**src/rtl/temp_poll_ctrl.sv**
```systemverilog
// rtl/temp_poll_ctrl.sv - periodic I2C temperature sensor poller driving a byte-level I2C command engine
module temp_poll_ctrl #(
    parameter int         POLL_CYCLES = 100000,
    parameter logic [6:0] DEV_ADDR    = 7'h4B,
    parameter logic [7:0] PTR_REG     = 8'h00
) (
    input  logic        clk,
    input  logic        rst,
    input  logic        en_i,
    input  logic        trig_i,
    output logic        cmd_valid_o,
    input  logic        cmd_ready_i,
    output logic [2:0]  cmd_op_o,
    output logic [7:0]  cmd_wdata_o,
    input  logic        rsp_valid_i,
    input  logic [7:0]  rsp_rdata_i,
    input  logic        rsp_nack_i,
    output logic [15:0] temp_o,
    output logic        temp_valid_o,
    output logic        busy_o,
    output logic        err_o
);
    localparam logic [2:0] OP_START     = 3'd0;
    localparam logic [2:0] OP_WRITE     = 3'd1;
    localparam logic [2:0] OP_READ_ACK  = 3'd2;
    localparam logic [2:0] OP_READ_NACK = 3'd3;
    localparam logic [2:0] OP_STOP      = 3'd4;

    localparam int            TW   = $clog2(POLL_CYCLES);
    localparam logic [TW-1:0] LAST = TW'(POLL_CYCLES - 1);

    typedef enum logic [2:0] {
        S_IDLE,
        S_ISSUE,
        S_WAIT_RSP,
        S_ABORT_ISSUE,
        S_ABORT_WAIT
    } state_t;

    state_t        state;
    logic [2:0]    step;
    logic [TW-1:0] timer;
    logic [7:0]    msb;
    logic [7:0]    lsb;
    logic [2:0]    step_op;
    logic [7:0]    step_data;
    logic          poll_due;

    always_comb begin
        step_op   = OP_START;
        step_data = 8'h00;
        case (step)
            3'd0: step_op = OP_START;
            3'd1: begin step_op = OP_WRITE; step_data = {DEV_ADDR, 1'b0}; end
            3'd2: begin step_op = OP_WRITE; step_data = PTR_REG; end
            3'd3: step_op = OP_START;
            3'd4: begin step_op = OP_WRITE; step_data = {DEV_ADDR, 1'b1}; end
            3'd5: step_op = OP_READ_ACK;
            3'd6: step_op = OP_READ_NACK;
            default: step_op = OP_STOP;
        endcase
    end

    assign poll_due = en_i && (timer == LAST);

    // Command outputs are raised one cycle after entering an issue state, which
    // guarantees an idle cycle between a response and the following command.
    always_ff @(posedge clk) begin
        if (rst) begin
            state        <= S_IDLE;
            step         <= 3'd0;
            timer        <= '0;
            msb          <= 8'h00;
            lsb          <= 8'h00;
            cmd_valid_o  <= 1'b0;
            cmd_op_o     <= 3'd0;
            cmd_wdata_o  <= 8'h00;
            temp_o       <= 16'h0000;
            temp_valid_o <= 1'b0;
            busy_o       <= 1'b0;
            err_o        <= 1'b0;
        end else begin
            temp_valid_o <= 1'b0;
            timer        <= '0;
            case (state)
                S_IDLE: begin
                    if (en_i && !poll_due)
                        timer <= timer + 1'b1;
                    if (trig_i || poll_due) begin
                        state  <= S_ISSUE;
                        step   <= 3'd0;
                        busy_o <= 1'b1;
                        err_o  <= 1'b0;
                        timer  <= '0;
                    end
                end
                S_ISSUE: begin
                    if (!cmd_valid_o) begin
                        cmd_valid_o <= 1'b1;
                        cmd_op_o    <= step_op;
                        cmd_wdata_o <= step_data;
                    end else if (cmd_ready_i) begin
                        cmd_valid_o <= 1'b0;
                        cmd_op_o    <= 3'd0;
                        cmd_wdata_o <= 8'h00;
                        state       <= S_WAIT_RSP;
                    end
                end
                S_WAIT_RSP: begin
                    if (rsp_valid_i) begin
                        if (step_op == OP_READ_ACK)
                            msb <= rsp_rdata_i;
                        if (step_op == OP_READ_NACK)
                            lsb <= rsp_rdata_i;
                        if (step_op == OP_WRITE && rsp_nack_i) begin
                            err_o <= 1'b1;
                            state <= S_ABORT_ISSUE;
                        end else if (step == 3'd7) begin
                            temp_o       <= {msb, lsb};
                            temp_valid_o <= 1'b1;
                            busy_o       <= 1'b0;
                            step         <= 3'd0;
                            state        <= S_IDLE;
                        end else begin
                            step  <= step + 3'd1;
                            state <= S_ISSUE;
                        end
                    end
                end
                S_ABORT_ISSUE: begin
                    if (!cmd_valid_o) begin
                        cmd_valid_o <= 1'b1;
                        cmd_op_o    <= OP_STOP;
                        cmd_wdata_o <= 8'h00;
                    end else if (cmd_ready_i) begin
                        cmd_valid_o <= 1'b0;
                        cmd_op_o    <= 3'd0;
                        state       <= S_ABORT_WAIT;
                    end
                end
                S_ABORT_WAIT: begin
                    if (rsp_valid_i) begin
                        busy_o <= 1'b0;
                        step   <= 3'd0;
                        state  <= S_IDLE;
                    end
                end
                default: state <= S_IDLE;
            endcase
        end
    end
endmodule

```
**config.mk**
```make
export PLATFORM = sky130hd
export DESIGN_NAME = temp_poll_ctrl
export DESIGN_NICKNAME = d
export VERILOG_FILES = /design/src/rtl/temp_poll_ctrl.sv
export SDC_FILE = /design/constraint.sdc
export NUM_CORES = 1
export LEC_CHECK = 0
export ABC_AREA = 1
export BUFFER_PORTS_ARGS = -buffer_cell sky130_fd_sc_hd__buf_2
export CORE_MARGIN = 1.5
export CORE_UTILIZATION = 52
export CTS_BUF_LIST = sky130_fd_sc_hd__clkbuf_4 sky130_fd_sc_hd__clkbuf_8
export CTS_CLUSTER_SIZE = 40
export DETAILED_ROUTE_END_ITERATION = 10
export GPL_ROUTABILITY_DRIVEN = 1
export PLACE_DENSITY = 0.74
export SYNTH_ARGS = -nofsm -noshare
export SYNTH_HDL_FRONTEND = slang
export SYNTH_SLANG_ARGS = --single-unit
```
**constraint.sdc**
```tcl
create_clock -name clk -period 4.05 [get_ports clk]
set_input_delay 0.6075 -clock clk [delete_from_list [all_inputs] [get_ports clk]]
set_output_delay 0.6075 -clock clk [all_outputs]
set_load 0.05 [all_outputs]
```
* After elaboration in Yosys (flattened, before gate mapping)
Cells that the tools add are included.
Operators by class: $add $sub $neg 2, multipliers 0, reduce and logical (&&, ||, !) cells 23, eq/ne operators 27, divide/modulo/power cells 0, shifts and indexed selects 0, $lt $le $gt $ge 0, bitwise gates (word level) 5, mux-type cells 38
Operator list (number):
- two-way mux 3 bit | 14
- one-hot mux 8 bit (2 select lines) | 2
- two-way mux 8 bit | 3
- != test 2 bit, second input constant | 11
- equality test 3 x 2 -> 1 bit, second input constant | 6
- adder 17 x 1 -> 17 bit, second input constant | 1
- equality test 17 bit, second input constant | 1
- equality test 3 bit, second input constant | 5
- one-hot mux 3 bit (5 select lines) | 1
- two-way mux 1 bit | 12
- one-hot mux 3 bit (4 select lines) | 1
- equality test 3 x 1 -> 1 bit, second input constant | 3
- one-hot mux 3 bit (3 select lines) | 1
- AND reduction 3 bit | 3
- AND reduction 4 bit | 2
- OR reduction 4 bit | 2
- AND reduction 7 bit | 1
- zero test 3 bit | 2
- one-hot mux 3 bit (2 select lines) | 1
- AND reduction 6 bit | 1
- NOT 1 bit | 5
- AND reduction 5 bit | 1
- nonzero test 2 bit | 2
- OR reduction 2 bit | 2
- other kinds (10) | 12
Storage, ports and cells: bits in registers 70, logic and storage cells 107, memory bits (writable) 0, memories 0, bits in read-only memories 0, latch bits 0

* Logic depth before layout (Yosys ltp)
depth in word-level cells 8, depth in mapped cells 13, gate-level depth less buffers 13

* Worst setup path after synthesis
No wires, ideal clock.
path type reg-to-reg, from register step[0], to register temp_o[10], buffers on the path 1, data required time 3.934 ns, cell stages (with the launch flop) 12, arrival time 1.498 ns, path slack 2.436 ns, cells stage by stage dfxtp_1 -> inv_1 -> ha_1 -> inv_1 -> nand2_1 -> nand2_2 -> nand2_2 -> nand2_1 -> nand4_4 -> clkbuf_2 -> o21ai_0 -> nor2_1
Between the ends: word-level cells in the longest chain between the ends 7
RTL lines:
- start: declaration | RTL line 41 | logic [2:0] step;
- start signal: assignment | RTL line 125 | step <= step + 3'd1;
- equality test 3 bit (tied with other cells) | RTL line 52 | case (step)
- OR reduction 3 bit (no line) / OR reduction 2 bit (equally long branches)
- one-hot mux 3 bit (4 select lines) | RTL line 52
- equality test 3 x 1 -> 1 bit | RTL line 115 | if (step_op == OP_WRITE && rsp_nack_i) begin
- logical AND 1 bit | RTL line 115
- NOT 1 bit (no line)
- AND reduction 4 bit (no line) *
- end signal: assignment | RTL line 119 | temp_o <= {msb, lsb};
- end: declaration | RTL line 18 | output logic [15:0] temp_o,
Mark *: on every way between the ends. The rest lies on a longest branch, timed or not. A chain may end at the register's enable or synchronous reset.

* Worst setup path after layout
from register step[0], to register temp_o[3]
The elaborated chain is that of the path after synthesis.

==> flow_summary.json <==
{
  "nets": 454,
  "ant_nets": 0,
  "status": "finished, final reports clean",
  "synthTopCellsByArea": "dfxtp_1 (44%), nor2_1 (13%), o21ai_0 (6.2%)",
  "place.gp.congestion": 0.862,
  "setup.worst_path.end_class": "register",
  "synth_warnings": 0,
  "route.detailed.drc": 0,
  "grt_pass1_vias": 2249,
  "cts_resized": 0,
  "wl_per_cell_um": 11.4,
  "clk_pin_slew_ns": 0.07,
  "crit_required_ns": 4.32,
  "grt_max_degree": 41,
  "start_util_pct": 55.1,
  "powerDensity_nw_per_um2": 604,
  "fin_crit_ns": 1.96,
  "wl_um": 5770,
  "syn_area_um2": 2890,
  "synthCells": 390,
  "root_buffer": "clkbuf_8",
  "clockBufferDepth": 2,
  "cap_violations": 0,
  "grt_pass1_wl_um": 9780,
  "yosysMostFrequentCell": "nor2_1",
  "die_area_um2": 6000,
  "multi_input_area_um2": 1370,
  "rsz0062_at_grt": "no",
  "io_buffers": 42,
  "diodes": 0,
  "yosys.area.top_type": "dfxtp_1",
  "fin_crit_sh_pct": 48.5,
  "fmax_ghz": 0.509,
  "hold_viol": 0,
  "layout-drive-gt1-share_pct": 21.1,
  "power.leakage_uw": 0.00151,
  "die_w_um": 77.5,
  "yosysTopAreaCellShare_pct": 44.4,
  "post-cts-setup-buffers": 0,
  "dp_hpwl_um": 4150,
  "fillers": 472,
  "clk_latency_ns": 0.34,
  "dr_total_vias": 2485,
  "pre_cts_slack_ns": 2.05,
  "numCtsBuffers": 9,
  "synth_ff_type": "dfxtp_1",
  "syn2layout_area_growth_pct": 15.3,
  "cts_tree": "yes",
  "core_area_um2": 5240,
  "setup_viol": 0,
  "crit_path_max_fanout": 18,
  "seq_area_frac_synth_pct": 44.4,
  "cts.sinks": 64,
  "dr.pass1.iters": 4,
  "synth_async_sr_flop_share_pct": 0,
  "synth_commonest_cells": "nor2_1 (103), dfxtp_1 (64), nand2_1 (48)",
  "grt_util_all_layers_pct": 20.8,
  "ir_drop_mv": 0.389,
  "rows": 26,
  "htree_levels": 3,
  "cp-start-kind": "register",
  "worstPathArrival_ns": 2.24,
  "fin_skew_ns": 0.00933,
  "maxSlewViolCount": 0,
  "path_class": "reg2reg",
  "synth_edf_count": 0,
  "synth_seq_cells": 64,
  "viasPerCell": 4.90,
  "antenna_found_initial": 0,
  "io_pins": 46,
  "tns_ns": 0,
  "layout_setup_ws_ns": 2.09,
  "drt_iter0_drc": 160,
  "dieHeight_um": 77.5,
  "avgSynthCellArea_um2": 7.40,
  "grt-ovfl-total": 0,
  "min_path_type": "reg2reg",
  "seq_area_um2": 1280,
  "cts_hold_buf": 0,
  "synth.distinct_cells": 36
}
[layout by cell type (no fill, tap or decap), types with 3 or more instances in the layout]
| cell type | netlist | routed |
|---|---|---|
| inv_1 | 33 | 33 |
| nor3_1 | 4 | 4 |
| dfxtp_1 | 64 | 64 |
| nand3_2 | 4 | 4 |
| nor2_1 | 103 | 103 |
| nor2_2 | 5 | 5 |
| conb_1 | 1 | 3 |
| inv_2 | 6 | 6 |
| o21ai_0 | 36 | 36 |
| nand3_1 | 18 | 18 |
| ha_1 | 7 | 7 |
| clkinv_2 | 0 | 3 |
| clkbuf_8 | 0 | 10 |
| nand2_1 | 48 | 48 |
| nand2_2 | 5 | 5 |
| buf_2 | 0 | 42 |
| a21oi_1 | 15 | 15 |
| nor3_2 | 4 | 4 |
[cell families after synthesis]
kind of cell / Yosys count / share of synthesized area (%)
other: 1 / 0.130
DFF: 64 / 44.4
xor gates and xnor gates: 1 / 0.304
and+or+nand+nor: 201 / 31.7
buffers and inverters: 53 / 8.24
adders and majority gates: 7 / 3.04
AOI/OAI and AO/OA: 63 / 12.2
[through the flow]
stage	total power (µW)	hold WS, ns	std cells	cell area, µm²	util [%]
2_1_floorplan	1310	0.417	392	2890	-
3_3_place_gp	1410	0.441	491	3110	59.3
3_5_place_dp	1420	0.447	491	3110	59.3
4_1_cts	2020	0.461	507	3330	63.5
5_1_grt	2140	0.483	507	3330	63.5
6_report	2010	0.454	507	3330	63.5
[state kept, by name, summed over array words and instances, names as in the netlist]
register      flops
cmd_wdata_o       2
temp_valid_o      1
cmd_valid_o       1
timer            17
step              3
lsb               8
cmd_op_o          3
err_o             1
state             3
temp_o           16
msb               8
busy_o            1
[cell type report]
cell class / count / share of cell area, %
tap: 70 / 2.63
clock inverter: 6 / 2.48
inverter: 39 / 4.40
multi-input combinational: 275 / 41.3
timing repair buffer: 43 / 6.54
sequential: 64 / 38.5
clock buffer: 10 / 4.14
[power breakdown]
part           switching, µW  total [µW]  internal, µW
registers               52.0         741           689
logic                    478         663           185
clock network            247         606           360
[layer usage]
metal  GRT usage (%)  part of all wire, %  vias to the layer above  wire length, µm
met5               0                    0                        -                0
met4            8.36                  1.6                        0               95
met3            7.29                  5.6                       10              324
met2            33.2                   45                       61             2610
met1            25.6                   47                     1093             2740
li1                -                    -                     1321                -
[path summary, 6_finish.rpt]
| kind | start | cells past startpoint | to | slack, ns |
|---|---|---|---|---|
| worst max-delay path | step[0]$_SDFFE_PP0P_ | 11 | temp_o[3]$_SDFFE_PP0P_ | 2.09 |
| worst min-delay path | cmd_op_o[2]$_SDFFE_PP0P_ | 2 | cmd_op_o[2]$_SDFFE_PP0P_ | 0.45 |
| worst max register to register | step[0]$_SDFFE_PP0P_ | 11 | temp_o[3]$_SDFFE_PP0P_ | 2.09 |
| worst min register to register | cmd_op_o[2]$_SDFFE_PP0P_ | 2 | cmd_op_o[2]$_SDFFE_PP0P_ | 0.45 |
[worst max-delay path, stage by stage (launching register included)]
cell	delay, ns
dfxtp_1	0.36
inv_1	0.10
ha_1	0.24
inv_1	0.06
nand2_1	0.05
nand2_2	0.12
nand2_2	0.10
nand2_1	0.12
nand4_4	0.23
inv_2	0.33
nor2_1	0.08
nor2_1	0.10
Note: power is estimated with default switching activity, not from simulation.
